**config.mk**
```make
export PLATFORM = sky130hd
export DESIGN_NAME = uart_frame_rx_flat
export DESIGN_NICKNAME = d
export VERILOG_FILES = /design/src/rtl/uart_frame_pkg.sv /design/src/rtl/uart_frame_if.sv /design/src/rtl/uart_byte_rx.sv /design/src/rtl/uart_frame_rx.sv /design/src/flat_wrapper.sv
export SDC_FILE = /design/constraint.sdc
export NUM_CORES = 1
export LEC_CHECK = 0
export ABC_AREA = 1
export CORE_UTILIZATION = 54
export DETAILED_ROUTE_END_ITERATION = 10
export HOLD_SLACK_MARGIN = 0.1
export PLACE_DENSITY_LB_ADDON = 0.2
export REMOVE_ABC_BUFFERS = 1
export SETUP_SLACK_MARGIN = 0.3
export SKIP_LAST_GASP = 1
export SYNTH_ARGS = -nofsm -noshare
export SYNTH_HDL_FRONTEND = slang
export SYNTH_SLANG_ARGS = --single-unit
```
**constraint.sdc**
```tcl
create_clock -name sys_clk -period 2.3 [get_ports sys_clk]
set_clock_uncertainty 0.2 [all_clocks]
set_input_delay 0.46 -clock sys_clk [delete_from_list [all_inputs] [get_ports sys_clk]]
set_output_delay 0.46 -clock sys_clk [all_outputs]
set_load 0.02 [all_outputs]
```
**src/rtl/uart_frame_pkg.sv**
```systemverilog
// Shared types, error codes and the CRC-8 step for the UART frame receiver.
package uart_frame_pkg;

    localparam int unsigned ERR_W = 3;
    localparam int unsigned CNT_W = 16;

    typedef enum logic [1:0] {
        ST_IDLE,
        ST_PAYLOAD,
        ST_CRC,
        ST_TAIL
    } frame_state_e;

    localparam logic [ERR_W-1:0] ERR_NONE    = 3'd0;
    localparam logic [ERR_W-1:0] ERR_FRAMING = 3'd1;
    localparam logic [ERR_W-1:0] ERR_TIMEOUT = 3'd2;
    localparam logic [ERR_W-1:0] ERR_TAIL    = 3'd3;
    localparam logic [ERR_W-1:0] ERR_CRC     = 3'd4;

    // One byte of CRC-8, polynomial 0x07, MSB first, no reflection.
    function automatic logic [7:0] crc8_byte(input logic [7:0] crc, input logic [7:0] data);
        logic [7:0] c;
        c = crc ^ data;
        for (int i = 0; i < 8; i++) begin
            c = c[7] ? ((c << 1) ^ 8'h07) : (c << 1);
        end
        return c;
    endfunction

endpackage

```
**src/rtl/uart_frame_if.sv**
```systemverilog
// Result bus from the frame receiver to the control decode.
interface uart_frame_if #(
    parameter int unsigned PAYLOAD_LEN = 12
) ();
    import uart_frame_pkg::*;

    logic [PAYLOAD_LEN*8-1:0] payload;
    logic                     frame_valid;
    logic                     frame_err;
    logic [ERR_W-1:0]         err_code;
    logic                     busy;
    logic [CNT_W-1:0]         frame_cnt;
    logic [CNT_W-1:0]         err_cnt;

    modport master (
        output payload, frame_valid, frame_err, err_code, busy, frame_cnt, err_cnt
    );

    modport slave (
        input payload, frame_valid, frame_err, err_code, busy, frame_cnt, err_cnt
    );

endinterface

```
**src/rtl/uart_byte_rx.sv**
```systemverilog
// 8N1 byte receiver: 2-flop sync, start-glitch reject, 3-tap majority per bit.
module uart_byte_rx #(
    parameter int unsigned CLK_FREQ = 50_000_000,
    parameter int unsigned UART_BPS = 115200
) (
    input  logic       sys_clk,
    input  logic       sys_rst_n,
    input  logic       uart_rxd,
    output logic       byte_done,
    output logic [7:0] byte_data,
    output logic       byte_ferr
);

    localparam int unsigned BPS_CNT = CLK_FREQ / UART_BPS;
    localparam int unsigned CNT_W   = $clog2(BPS_CNT);
    localparam int unsigned MID     = BPS_CNT / 2;

    logic             rxd_s1, rxd_s2, rxd_s3;
    logic             active_q;
    logic [3:0]       bit_idx_q;
    logic [CNT_W-1:0] clk_cnt_q;
    logic             tap0_q, tap1_q;
    logic [7:0]       shreg_q;
    logic             vote_c;

    assign vote_c    = (tap0_q & tap1_q) | (tap0_q & rxd_s2) | (tap1_q & rxd_s2);
    assign byte_data = shreg_q;

    // Synchroniser plus one extra stage for falling-edge detection; idles high.
    always_ff @(posedge sys_clk or negedge sys_rst_n) begin
        if (!sys_rst_n) begin
            rxd_s1 <= 1'b1;
            rxd_s2 <= 1'b1;
            rxd_s3 <= 1'b1;
        end else begin
            rxd_s1 <= uart_rxd;
            rxd_s2 <= rxd_s1;
            rxd_s3 <= rxd_s2;
        end
    end

    // Bit timing, sampling and byte assembly; disarms right after the stop sample.
    always_ff @(posedge sys_clk or negedge sys_rst_n) begin
        if (!sys_rst_n) begin
            active_q  <= 1'b0;
            bit_idx_q <= '0;
            clk_cnt_q <= '0;
            tap0_q    <= 1'b1;
            tap1_q    <= 1'b1;
            shreg_q   <= '0;
            byte_done <= 1'b0;
            byte_ferr <= 1'b0;
        end else begin
            byte_done <= 1'b0;
            if (!active_q) begin
                if (rxd_s3 && !rxd_s2) begin
                    active_q  <= 1'b1;
                    clk_cnt_q <= '0;
                    bit_idx_q <= '0;
                end
            end else begin
                if (clk_cnt_q == CNT_W'(BPS_CNT - 1)) begin
                    clk_cnt_q <= '0;
                    bit_idx_q <= bit_idx_q + 4'd1;
                end else begin
                    clk_cnt_q <= clk_cnt_q + CNT_W'(1);
                end
                if (clk_cnt_q == CNT_W'(MID - 1)) tap0_q <= rxd_s2;
                if (clk_cnt_q == CNT_W'(MID))     tap1_q <= rxd_s2;
                if (bit_idx_q == 4'd0 && clk_cnt_q == CNT_W'(MID) && rxd_s2) begin
                    active_q <= 1'b0;
                end
                if (bit_idx_q != 4'd0 && clk_cnt_q == CNT_W'(MID + 1)) begin
                    if (bit_idx_q == 4'd9) begin
                        byte_done <= 1'b1;
                        byte_ferr <= ~vote_c;
                        active_q  <= 1'b0;
                    end else begin
                        shreg_q <= {vote_c, shreg_q[7:1]};
                    end
                end
            end
        end
    end

endmodule

```
**src/rtl/uart_frame_rx.sv**
```systemverilog
// Frame assembler: HEAD, payload, optional CRC-8, TAIL; coded errors and timeout.
module uart_frame_rx
    import uart_frame_pkg::*;
#(
    parameter int unsigned CLK_FREQ     = 50_000_000,
    parameter int unsigned UART_BPS     = 115200,
    parameter int unsigned PAYLOAD_LEN  = 12,
    parameter logic [7:0]  HEAD_BYTE    = 8'h55,
    parameter logic [7:0]  TAIL_BYTE    = 8'hAA,
    parameter bit          CRC_EN       = 1'b1,
    parameter int unsigned TIMEOUT_BITS = 20
) (
    input  logic          sys_clk,
    input  logic          sys_rst_n,
    input  logic          uart_rxd,
    uart_frame_if.master  frm
);

    localparam int unsigned BPS_CNT  = CLK_FREQ / UART_BPS;
    localparam int unsigned TO_LIMIT = TIMEOUT_BITS * BPS_CNT;
    localparam int unsigned TO_W     = $clog2(TO_LIMIT + 1);
    localparam int unsigned IDX_W    = (PAYLOAD_LEN > 1) ? $clog2(PAYLOAD_LEN) : 1;
    localparam int unsigned PL_W     = PAYLOAD_LEN * 8;

    logic             byte_done;
    logic [7:0]       byte_data;
    logic             byte_ferr;

    frame_state_e     state_q, state_d;
    logic [IDX_W-1:0] idx_q, idx_d;
    logic [7:0]       crc_q, crc_d;
    logic [PL_W-1:0]  shadow_q;
    logic [TO_W-1:0]  to_cnt_q;
    logic             store_c, good_c, err_c;
    logic [ERR_W-1:0] code_c;

    logic [PL_W-1:0]  payload_q;
    logic             frame_valid_q, frame_err_q, busy_q;
    logic [ERR_W-1:0] err_code_q;
    logic [CNT_W-1:0] frame_cnt_q, err_cnt_q;

    uart_byte_rx #(
        .CLK_FREQ (CLK_FREQ),
        .UART_BPS (UART_BPS)
    ) u_byte_rx (
        .sys_clk   (sys_clk),
        .sys_rst_n (sys_rst_n),
        .uart_rxd  (uart_rxd),
        .byte_done (byte_done),
        .byte_data (byte_data),
        .byte_ferr (byte_ferr)
    );

    assign frm.payload     = payload_q;
    assign frm.frame_valid = frame_valid_q;
    assign frm.frame_err   = frame_err_q;
    assign frm.err_code    = err_code_q;
    assign frm.busy        = busy_q;
    assign frm.frame_cnt   = frame_cnt_q;
    assign frm.err_cnt     = err_cnt_q;

    // FSM state register.
    always_ff @(posedge sys_clk or negedge sys_rst_n) begin
        if (!sys_rst_n) state_q <= ST_IDLE;
        else            state_q <= state_d;
    end

    // Next state and per-byte decisions; a byte takes precedence over the timeout.
    always_comb begin
        state_d = state_q;
        idx_d   = idx_q;
        crc_d   = crc_q;
        store_c = 1'b0;
        good_c  = 1'b0;
        err_c   = 1'b0;
        code_c  = ERR_NONE;
        if (state_q == ST_IDLE) begin
            if (byte_done && !byte_ferr && byte_data == HEAD_BYTE) begin
                state_d = ST_PAYLOAD;
                idx_d   = '0;
                crc_d   = '0;
            end
        end else if (byte_done) begin
            if (byte_ferr) begin
                err_c   = 1'b1;
                code_c  = ERR_FRAMING;
                state_d = ST_IDLE;
            end else begin
                case (state_q)
                    ST_PAYLOAD: begin
                        store_c = 1'b1;
                        crc_d   = crc8_byte(crc_q, byte_data);
                        idx_d   = idx_q + IDX_W'(1);
                        if (idx_q == IDX_W'(PAYLOAD_LEN - 1)) begin
                            state_d = CRC_EN ? ST_CRC : ST_TAIL;
                        end
                    end
                    ST_CRC: begin
                        if (byte_data != crc_q) begin
                            err_c   = 1'b1;
                            code_c  = ERR_CRC;
                            state_d = ST_IDLE;
                        end else begin
                            state_d = ST_TAIL;
                        end
                    end
                    ST_TAIL: begin
                        state_d = ST_IDLE;
                        if (byte_data == TAIL_BYTE) begin
                            good_c = 1'b1;
                        end else begin
                            err_c  = 1'b1;
                            code_c = ERR_TAIL;
                        end
                    end
                    default: state_d = ST_IDLE;
                endcase
            end
        end else if (to_cnt_q == TO_W'(TO_LIMIT - 1)) begin
            err_c   = 1'b1;
            code_c  = ERR_TIMEOUT;
            state_d = ST_IDLE;
        end
    end

    // Shadow payload, running CRC, index and inter-byte idle counter.
    always_ff @(posedge sys_clk or negedge sys_rst_n) begin
        if (!sys_rst_n) begin
            idx_q    <= '0;
            crc_q    <= '0;
            shadow_q <= '0;
            to_cnt_q <= '0;
        end else begin
            idx_q <= idx_d;
            crc_q <= crc_d;
            if (store_c) begin
                for (int i = 0; i < int'(PAYLOAD_LEN); i++) begin
                    if (idx_q == IDX_W'(i)) shadow_q[i*8 +: 8] <= byte_data;
                end
            end
            if (state_q == ST_IDLE || byte_done) to_cnt_q <= '0;
            else                                 to_cnt_q <= to_cnt_q + TO_W'(1);
        end
    end

    // Registered results: strobes, visible payload, error code, busy and counters.
    always_ff @(posedge sys_clk or negedge sys_rst_n) begin
        if (!sys_rst_n) begin
            payload_q     <= '0;
            frame_valid_q <= 1'b0;
            frame_err_q   <= 1'b0;
            err_code_q    <= ERR_NONE;
            busy_q        <= 1'b0;
            frame_cnt_q   <= '0;
            err_cnt_q     <= '0;
        end else begin
            frame_valid_q <= good_c;
            frame_err_q   <= err_c;
            busy_q        <= (state_d != ST_IDLE);
            if (good_c) begin
                payload_q <= shadow_q;
                if (frame_cnt_q != '1) frame_cnt_q <= frame_cnt_q + CNT_W'(1);
            end
            if (err_c) begin
                err_code_q <= code_c;
                if (err_cnt_q != '1) err_cnt_q <= err_cnt_q + CNT_W'(1);
            end
        end
    end

endmodule

```
**src/flat_wrapper.sv**
```systemverilog
// flat-port wrapper written by rule: the top's interface ports become plain ports
module uart_frame_rx_flat import uart_frame_pkg::*;
#(
    parameter int unsigned CLK_FREQ     = 50_000_000,
    parameter int unsigned UART_BPS     = 115200,
    parameter int unsigned PAYLOAD_LEN  = 12,
    parameter logic [7:0]  HEAD_BYTE    = 8'h55,
    parameter logic [7:0]  TAIL_BYTE    = 8'hAA,
    parameter bit          CRC_EN       = 1'b1,
    parameter int unsigned TIMEOUT_BITS = 20
)
  (sys_clk, sys_rst_n, uart_rxd, frm_payload, frm_frame_valid, frm_frame_err, frm_err_code, frm_busy, frm_frame_cnt, frm_err_cnt);
  uart_frame_if #(.PAYLOAD_LEN(PAYLOAD_LEN)) frm_i ();
  input  logic sys_clk;
  input  logic sys_rst_n;
  input  logic uart_rxd;
  output wire logic [$bits(frm_i.payload)-1:0] frm_payload;
  output wire logic [$bits(frm_i.frame_valid)-1:0] frm_frame_valid;
  output wire logic [$bits(frm_i.frame_err)-1:0] frm_frame_err;
  output wire logic [$bits(frm_i.err_code)-1:0] frm_err_code;
  output wire logic [$bits(frm_i.busy)-1:0] frm_busy;
  output wire logic [$bits(frm_i.frame_cnt)-1:0] frm_frame_cnt;
  output wire logic [$bits(frm_i.err_cnt)-1:0] frm_err_cnt;
  assign frm_payload = frm_i.payload;
  assign frm_frame_valid = frm_i.frame_valid;
  assign frm_frame_err = frm_i.frame_err;
  assign frm_err_code = frm_i.err_code;
  assign frm_busy = frm_i.busy;
  assign frm_frame_cnt = frm_i.frame_cnt;
  assign frm_err_cnt = frm_i.err_cnt;
  uart_frame_rx #(.CLK_FREQ(CLK_FREQ), .UART_BPS(UART_BPS), .PAYLOAD_LEN(PAYLOAD_LEN), .HEAD_BYTE(HEAD_BYTE), .TAIL_BYTE(TAIL_BYTE), .CRC_EN(CRC_EN), .TIMEOUT_BITS(TIMEOUT_BITS)) u_core (.sys_clk(sys_clk), .sys_rst_n(sys_rst_n), .uart_rxd(uart_rxd), .frm(frm_i));
endmodule
```
# Word level (Yosys, flattened, before mapping)
# Cells that the tools add are included.
[classes] bitwise=16 eq_ne=28 n_reduce_logical=37 n_mux=64 add_sub_neg=6
[ops] operator="8-bit 2-to-1 mux" count=5
[ops] operator="3-bit 2-to-1 mux" count=12
[ops] operator="2-bit AND reduction" count=17
[ops] operator="16-bit by 1-bit adder with 16-bit output, second input constant" count=2
[ops] operator="4-bit 2-to-1 mux" count=8
[ops] operator="16-bit inequality test, second input constant" count=2
[ops] operator="9-bit by 8-bit == test with 1-bit output, second input constant" count=3
[ops] operator="9-bit 2-to-1 mux" count=3
[ops] operator="3-bit inverter" count=8
[ops] operator="1-bit 2-to-1 mux" count=23
[ops] operator="4-bit == test, second input constant" count=5
[ops] operator="2-bit 2-to-1 mux" count=9
[ops] operator="4-bit by 3-bit == test with 1-bit output, second input constant" count=4
[ops] operator="14-bit by 1-bit adder with 14-bit output, second input constant" count=1
[ops] operator="14-bit == test, second input constant" count=1
[ops] operator="14-bit 2-to-1 mux" count=1
[ops] operator="9-bit by 1-bit adder with 9-bit output, second input constant" count=1
[ops] operator="9-bit == test, second input constant" count=1
[ops] operator="4-bit by 1-bit adder with 4-bit output, second input constant" count=2
[ops] operator="4-bit by 2-bit == test with 1-bit output, second input constant" count=2
[ops] operator="8-bit by 7-bit == test with 1-bit output, second input constant" count=1
[ops] operator="8-bit == test, second input constant" count=1
[ops] operator="4-bit zero test" count=2
[ops] operator="8-bit inequality test" count=1
[ops] operator="other kinds (19)" count=36
[word_totals] inputBits=3 elab_cells=185 register_bits=287

# Longest topological paths before layout
[logic_depth] ltp_word=21 mapped_depth=13

# Cells and area by module
# Synthesis repeated with hierarchy kept, for this count alone.
[unflattened] cells_unflattened=1472 hier_area_um2=12897.4
[by_module_without_submodules] module="uart_frame_rx" seq_area_each_um2=6456.2 instances=1 area_each_um2=11352.1 cells_each=1285
[by_module_without_submodules] module="uart_byte_rx" seq_area_each_um2=732.0 instances=1 area_each_um2=1545.2 cells_each=187

# Least setup slack after synthesis
# Ideal clock, no wire load.
[synth_path] kind="register to register" startpoint="reg u_core.err_cnt_q[0] (netlist: u_core.frm.err_cnt[0])" endpoint="reg u_core.err_cnt_q[6] (netlist: u_core.frm.err_cnt[6])" path_stages_with_launch=10 required_time_ns=1.982 synth_period_minus_slack_ns=2.104 t_arrival_ns=1.786 path_slack_ns=0.196 setup_ns=0.118 path_cell_list="dfrtp_1 -> ha_1 -> nand3_2 -> nor2_4 -> nand2_2 -> or2_0 -> buf_6 -> buf_2 -> nand4_1 -> nand2_1"
[synth_via] elab_chain_len=2
[synth_rtl] item="start, declared" line="uart_frame_rx.sv:40" rtl="logic [CNT_W-1:0] frame_cnt_q, err_cnt_q;"
[synth_rtl] item="start signal, assigned" line="uart_frame_rx.sv:166" rtl="if (err_cnt_q != '1) err_cnt_q <= err_cnt_q + CNT_W'(1);"
[synth_rtl] item="parallel branches: the longest is 2 deep, another holds 16-bit by 1-bit adder with 16-bit output"
# Parallel ways; which one is timed is not known.
# A chain may end at the register's enable or synchronous reset.

# Worst setup path in the final report
[layout_path] startpoint="reg u_core.u_byte_rx.shreg_q[5] (netlist: u_core.u_byte_rx.byte_data[5])" endpoint="reg u_core.err_cnt_q[2] (netlist: u_core.frm.err_cnt[2])"
[layout_via] elab_chain_len=7
[layout_rtl] item="start, declared" line="uart_byte_rx.sv:23" rtl="logic [7:0] shreg_q;"
[layout_rtl] item="start signal, assigned" line="uart_byte_rx.sv:79" rtl="shreg_q <= {vote_c, shreg_q[7:1]};"
[layout_rtl] item="8-bit == test or 8-bit inequality test (tied branches)" line="uart_frame_rx.sv:109, uart_frame_rx.sv:99"
[layout_rtl] item="1-bit 2-to-1 mux, on equally long branches" line="uart_frame_rx.sv:109, uart_frame_rx.sv:99"
[layout_rtl] item="1-bit case mux with 2 select lines *" line="uart_frame_rx.sv:89" rtl="case (state_q)"
[layout_rtl] item="1-bit 2-to-1 mux *" line="uart_frame_rx.sv:84" rtl="if (byte_ferr) begin"
[layout_rtl] item="1-bit 2-to-1 mux *" line="uart_frame_rx.sv:83" rtl="end else if (byte_done) begin"
[layout_rtl] item="1-bit 2-to-1 mux *" line="uart_frame_rx.sv:77" rtl="if (state_q == ST_IDLE) begin"
[layout_rtl] item="2-bit AND reduction (no line) *"
# Every way passes the cells marked *; elsewhere a longest branch is shown, timed or not.

==> run summary <==
The flow ran to the end, and the final reports show no timing, DRC or antenna violations. After clock tree synthesis, the clock-pin slew on the worst setup and hold paths is 0.06 ns. The net count of the finished layout is 1648. The adder-cell share of the synthesized area was 2.09%; the post-synthesis cell type count was 37. The root buffer cell is clkbuf_16.

The logs give 1731 for the fill cell total of the finished layout and 10.6 mW for the post-route total power. For this block, the via count after detailed routing is 10398. Total leakage power: 8.25 nW. The busiest layer in global routing was met2.

The fraction of synthesis flops using an asynchronous set or reset pin was 100%; the number of detailed-routing iterations run before antenna repair was 6. In the routed layout, each cell is associated on average with a via count of 5.38. At the worst endpoint, the required time is 2.54 ns. The clock reaches the later pin of the worst-skew pair after 0.56 ns.

Data arrives at the worst endpoint at 2.29 ns. The total area inside the core boundary comes to 22700 sq um. Along the worst path, the maximum fanout reaches 16.

Detailed-placement wirelength estimate: 18.3 mm. The most instantiated flip-flop cell in the synthesis netlist was dfrtp_1. The count of final max-slew check failures came out at 0.

The highest-delay cell along the critical path was dfrtp_2. Of the synthesized area, sequential elements account for 57.2%. After detailed routing, the number of remaining DRC violations is 0.

The die is 155 um tall. Headroom to the max-slew limit came out at 58.9%. The multiplexer fraction of the synthesized cell area was 0%; the H-tree depth reported by CTS was 1.

For this run, the top clock speed supported by timing is 0.489 GHz. The tools report the startpoint of the most critical register-to-register path as u_core.u_byte_rx.byte_data[5]. The most used cell along the critical path was nand2_1. The tools report the worst-case hold path end point as u_core.u_byte_rx.rxd_s2. After technology mapping, the gate count stands at 1433. Clock tree synthesis inserted a total of 30 buffers.

Depth of the worst register-to-register path: 11. For the internal reg-to-reg setup slack, the log shows 0.26 ns. TritonCTS built the clock tree.

Entering global routing, the biggest net connects 74 pins. The synthesized design contains 0 enable-type register cells. Counting every sink on the clock net gives 287. The met3 routing resource usage after global routing is 2.97%. The run gives 0.157 ns as the tightest hold margin. For this design the ratio of total power to cell area is 660 nW/um^2. The Yosys step of the flow raised 0 warnings. Global routing consumed, over all layers together, 25.0% of the routing resources. The maximum vdd drop was 0.599 mV; the minimum period implied by the final worst setup slack was 2.04 ns. The number of cell rows came out at 55. The class of the most critical setup path was flop to flop.

From synthesis to final layout, the design area changed by 27.5%. The number of cells traversed by the worst hold path was 0; the post-synthesis instance area was 12600 sq um. Critical path startpoint category: a flop.

The met2 capacity usage during global routing is 42.1%. The maximum count of clock buffers along a single path is 3. Walking the worst path, the cells encountered are xor2_2 -> inv_1 -> ha_1 -> nand2_1 -> nor2_2 -> nand3_2 -> nand2_2 -> nand3_4 -> buf_12 -> nand4_1 -> nand2_1.

In the final routed layout, each cell accounts on average for 15.8 um. Dividing the synthesized area by the synthesized cell count gives 8.76 sq um. The worst path uses 88.9% of the clock period. The startpoint identified for the worst hold timing path is u_core.u_byte_rx.rxd_s1. The classification of the worst-slack hold path is flop to flop. Among cell families on the critical path, the largest total delay comes from simple AND/OR/NAND/NOR gates. The element type at the critical path end was a flop.

For the met1 usage in global routing, the log shows 34.3%. Initial antenna violation count: 0. The via count of the first global-routing pass is 9736, and the full die area is 23900 sq um. The number of failing hold endpoints at the final stage is 0. Worst path buffer plus inverter count: 2.

Synthesis inferred 287 register bits. The detailed router finished its first iteration with 671 violations. 137 I/O pins were placed.

During placement, the flow inserted port buffers numbering 136. The simple logic cell fraction of the synthesized area came out at 26.8%. The max-capacitance violation count was 0; the initial cell density of the core was 55.3%. 0 antenna diodes ended up in the layout. Global routing finished with a remaining overflow of 0. For this run, the slowest stage of the critical path takes 0.44 ns. At the pin with the least slew margin, the transition time is 0.616 ns.

Endpoint of the most critical register-to-register path: u_core.frm.err_cnt[2]. The synthesized netlist devotes 6.70% of its cell area to compound gates. The congestion estimate from routability-driven global placement came to 0.879. Once detail routing completed, the nets flagged for antenna violations numbered 0.

The layout cell share with drive strength beyond 1 is 14.6%, and the number of failing setup endpoints in the final timing report is 0. The xor/xnor share of the synthesized area is 2.37%. Cells fill 70.5% of the core in the end. The final layout contains routed wiring with a total length of 30.5 mm.

The global-route wire length before repair was 48.6 mm. Setup repair after global routing could not meet its margin everywhere. The largest family of logic cells by synthesized area was simple AND/OR/NAND/NOR gates.

Die width: 155 um.
## final cells by class
cell class / instances / area [sq um] / share of cell area, %
multi-input combinational: 1016 / 5180 / 32.3
sequential: 287 / 7200 / 45.0
tap: 285 / 357 / 2.23
timing repair buffer: 200 / 1880 / 11.7
clock buffer: 39 / 835 / 5.21
clock inverter: 16 / 208 / 1.30
inverter: 89 / 357 / 2.23
## power breakdown
group / leakage (nW) / switching, mW / internal [mW]
combinational: 3.78 / 0.227 / 0.116
clock: 0.510 / 2.03 / 3.01
sequential: 3.96 / 0.0760 / 5.12
## sequential cells by signal (all words and copies together), names as in the netlist, 8 cells and up
signal,flops
u_core.u_byte_rx.byte_data,8
u_core.u_byte_rx.clk_cnt_q,9
u_core.frm.payload,96
u_core.shadow_q,96
u_core.frm.frame_cnt,16
u_core.crc_q,8
u_core.to_cnt_q,14
u_core.frm.err_cnt,16
## layout by cell type, fill, tap and decap left out, types with 31 or more instances in the layout
master,netlist,final
clkbuf_16,0,31
buf_4,3,45
dlygate4sd2_1,0,107
nor2_1,57,53
dfrtp_1,282,272
o21ai_0,125,92
o21ai_1,19,50
inv_1,84,78
nand3_1,52,50
nand2_1,605,586
## metrics by stage
step,setup slack [ns],cell area [sq um],setup TNS [ns],cells
floorplan,-1.68,12300,-148.02,1381
global placement,0.231,14400,0,1839
detailed placement,0.159,14400,0,1839
CTS,0.230,15500,0,1902
global route,0.152,16000,0,1932
finish,0.255,16000,0,1932
## routing by layer
metal	part of all wire (%)	vias up
met3	4.7	53
met4	2.2	0
li1	-	4995
met5	0	-
met1	44	5050
met2	49	300
## synthesized netlist by cell type, types with 2 or more instances
library cell	number	share of area, %
clkbuf_1	20	0.60
inv_1	84	2.5
nand3_1	52	2.1
xnor2_1	12	0.84
nor3_1	12	0.48
dfrtp_1	282	56
nand2_1	605	18
o21ai_0	125	5.0
inv_2	3	0.090
buf_8	2	0.24
dfstp_2	5	1.0
and3_1	2	0.10
nand3_2	6	0.48
ha_1	21	2.1
nor2_1	57	1.7
nand4_4	8	1.4
xor2_1	22	1.5
o21ai_1	19	0.76
nor2_4	3	0.27
buf_2	26	1.0
a21oi_1	11	0.44
buf_4	3	0.18
o22ai_1	8	0.40
nand3_4	2	0.28
nor2_2	3	0.15
nand4_1	28	1.4
nand2_2	2	0.10
## cells by family after synthesis
kind of cell	after synthesis
AO/OA/AOI/OAI	165
XOR/XNOR	34
adder cells (fa/ha/maj)	21
buffers and inverters	141
flip-flops	287
AND/OR/NAND/NOR	785
## what timing repair did
action,CTS,global route
cloned,3,11
endpoints found under the hold margin,108,0
setup endpoints to repair,297,205
setup buffers,3,19
resized for setup,192,118
pin swaps,2,26
hold buffers,2,0
## worst max path at each step
stage	to	from	slack, ns	cells past startpoint
after global routing	u_core.frm.err_cnt[11]	u_core.u_byte_rx.byte_data[0]	0.15	10
after detailed placement	u_core.frm.payload[3]	u_core.state_q[1]	0.16	10
after global placement	u_core.frm.err_cnt[1]	u_core.u_byte_rx.byte_data[6]	0.23	10
final	u_core.frm.err_cnt[2]	u_core.u_byte_rx.byte_data[5]	0.26	11
after CTS	u_core.shadow_q[19]	u_core.state_q[1]	0.23	9
after floorplan	u_core.frm.frame_cnt[2]	u_core.state_q[1]	-1.68	12
Note: power is estimated with default switching activity, not from simulation.
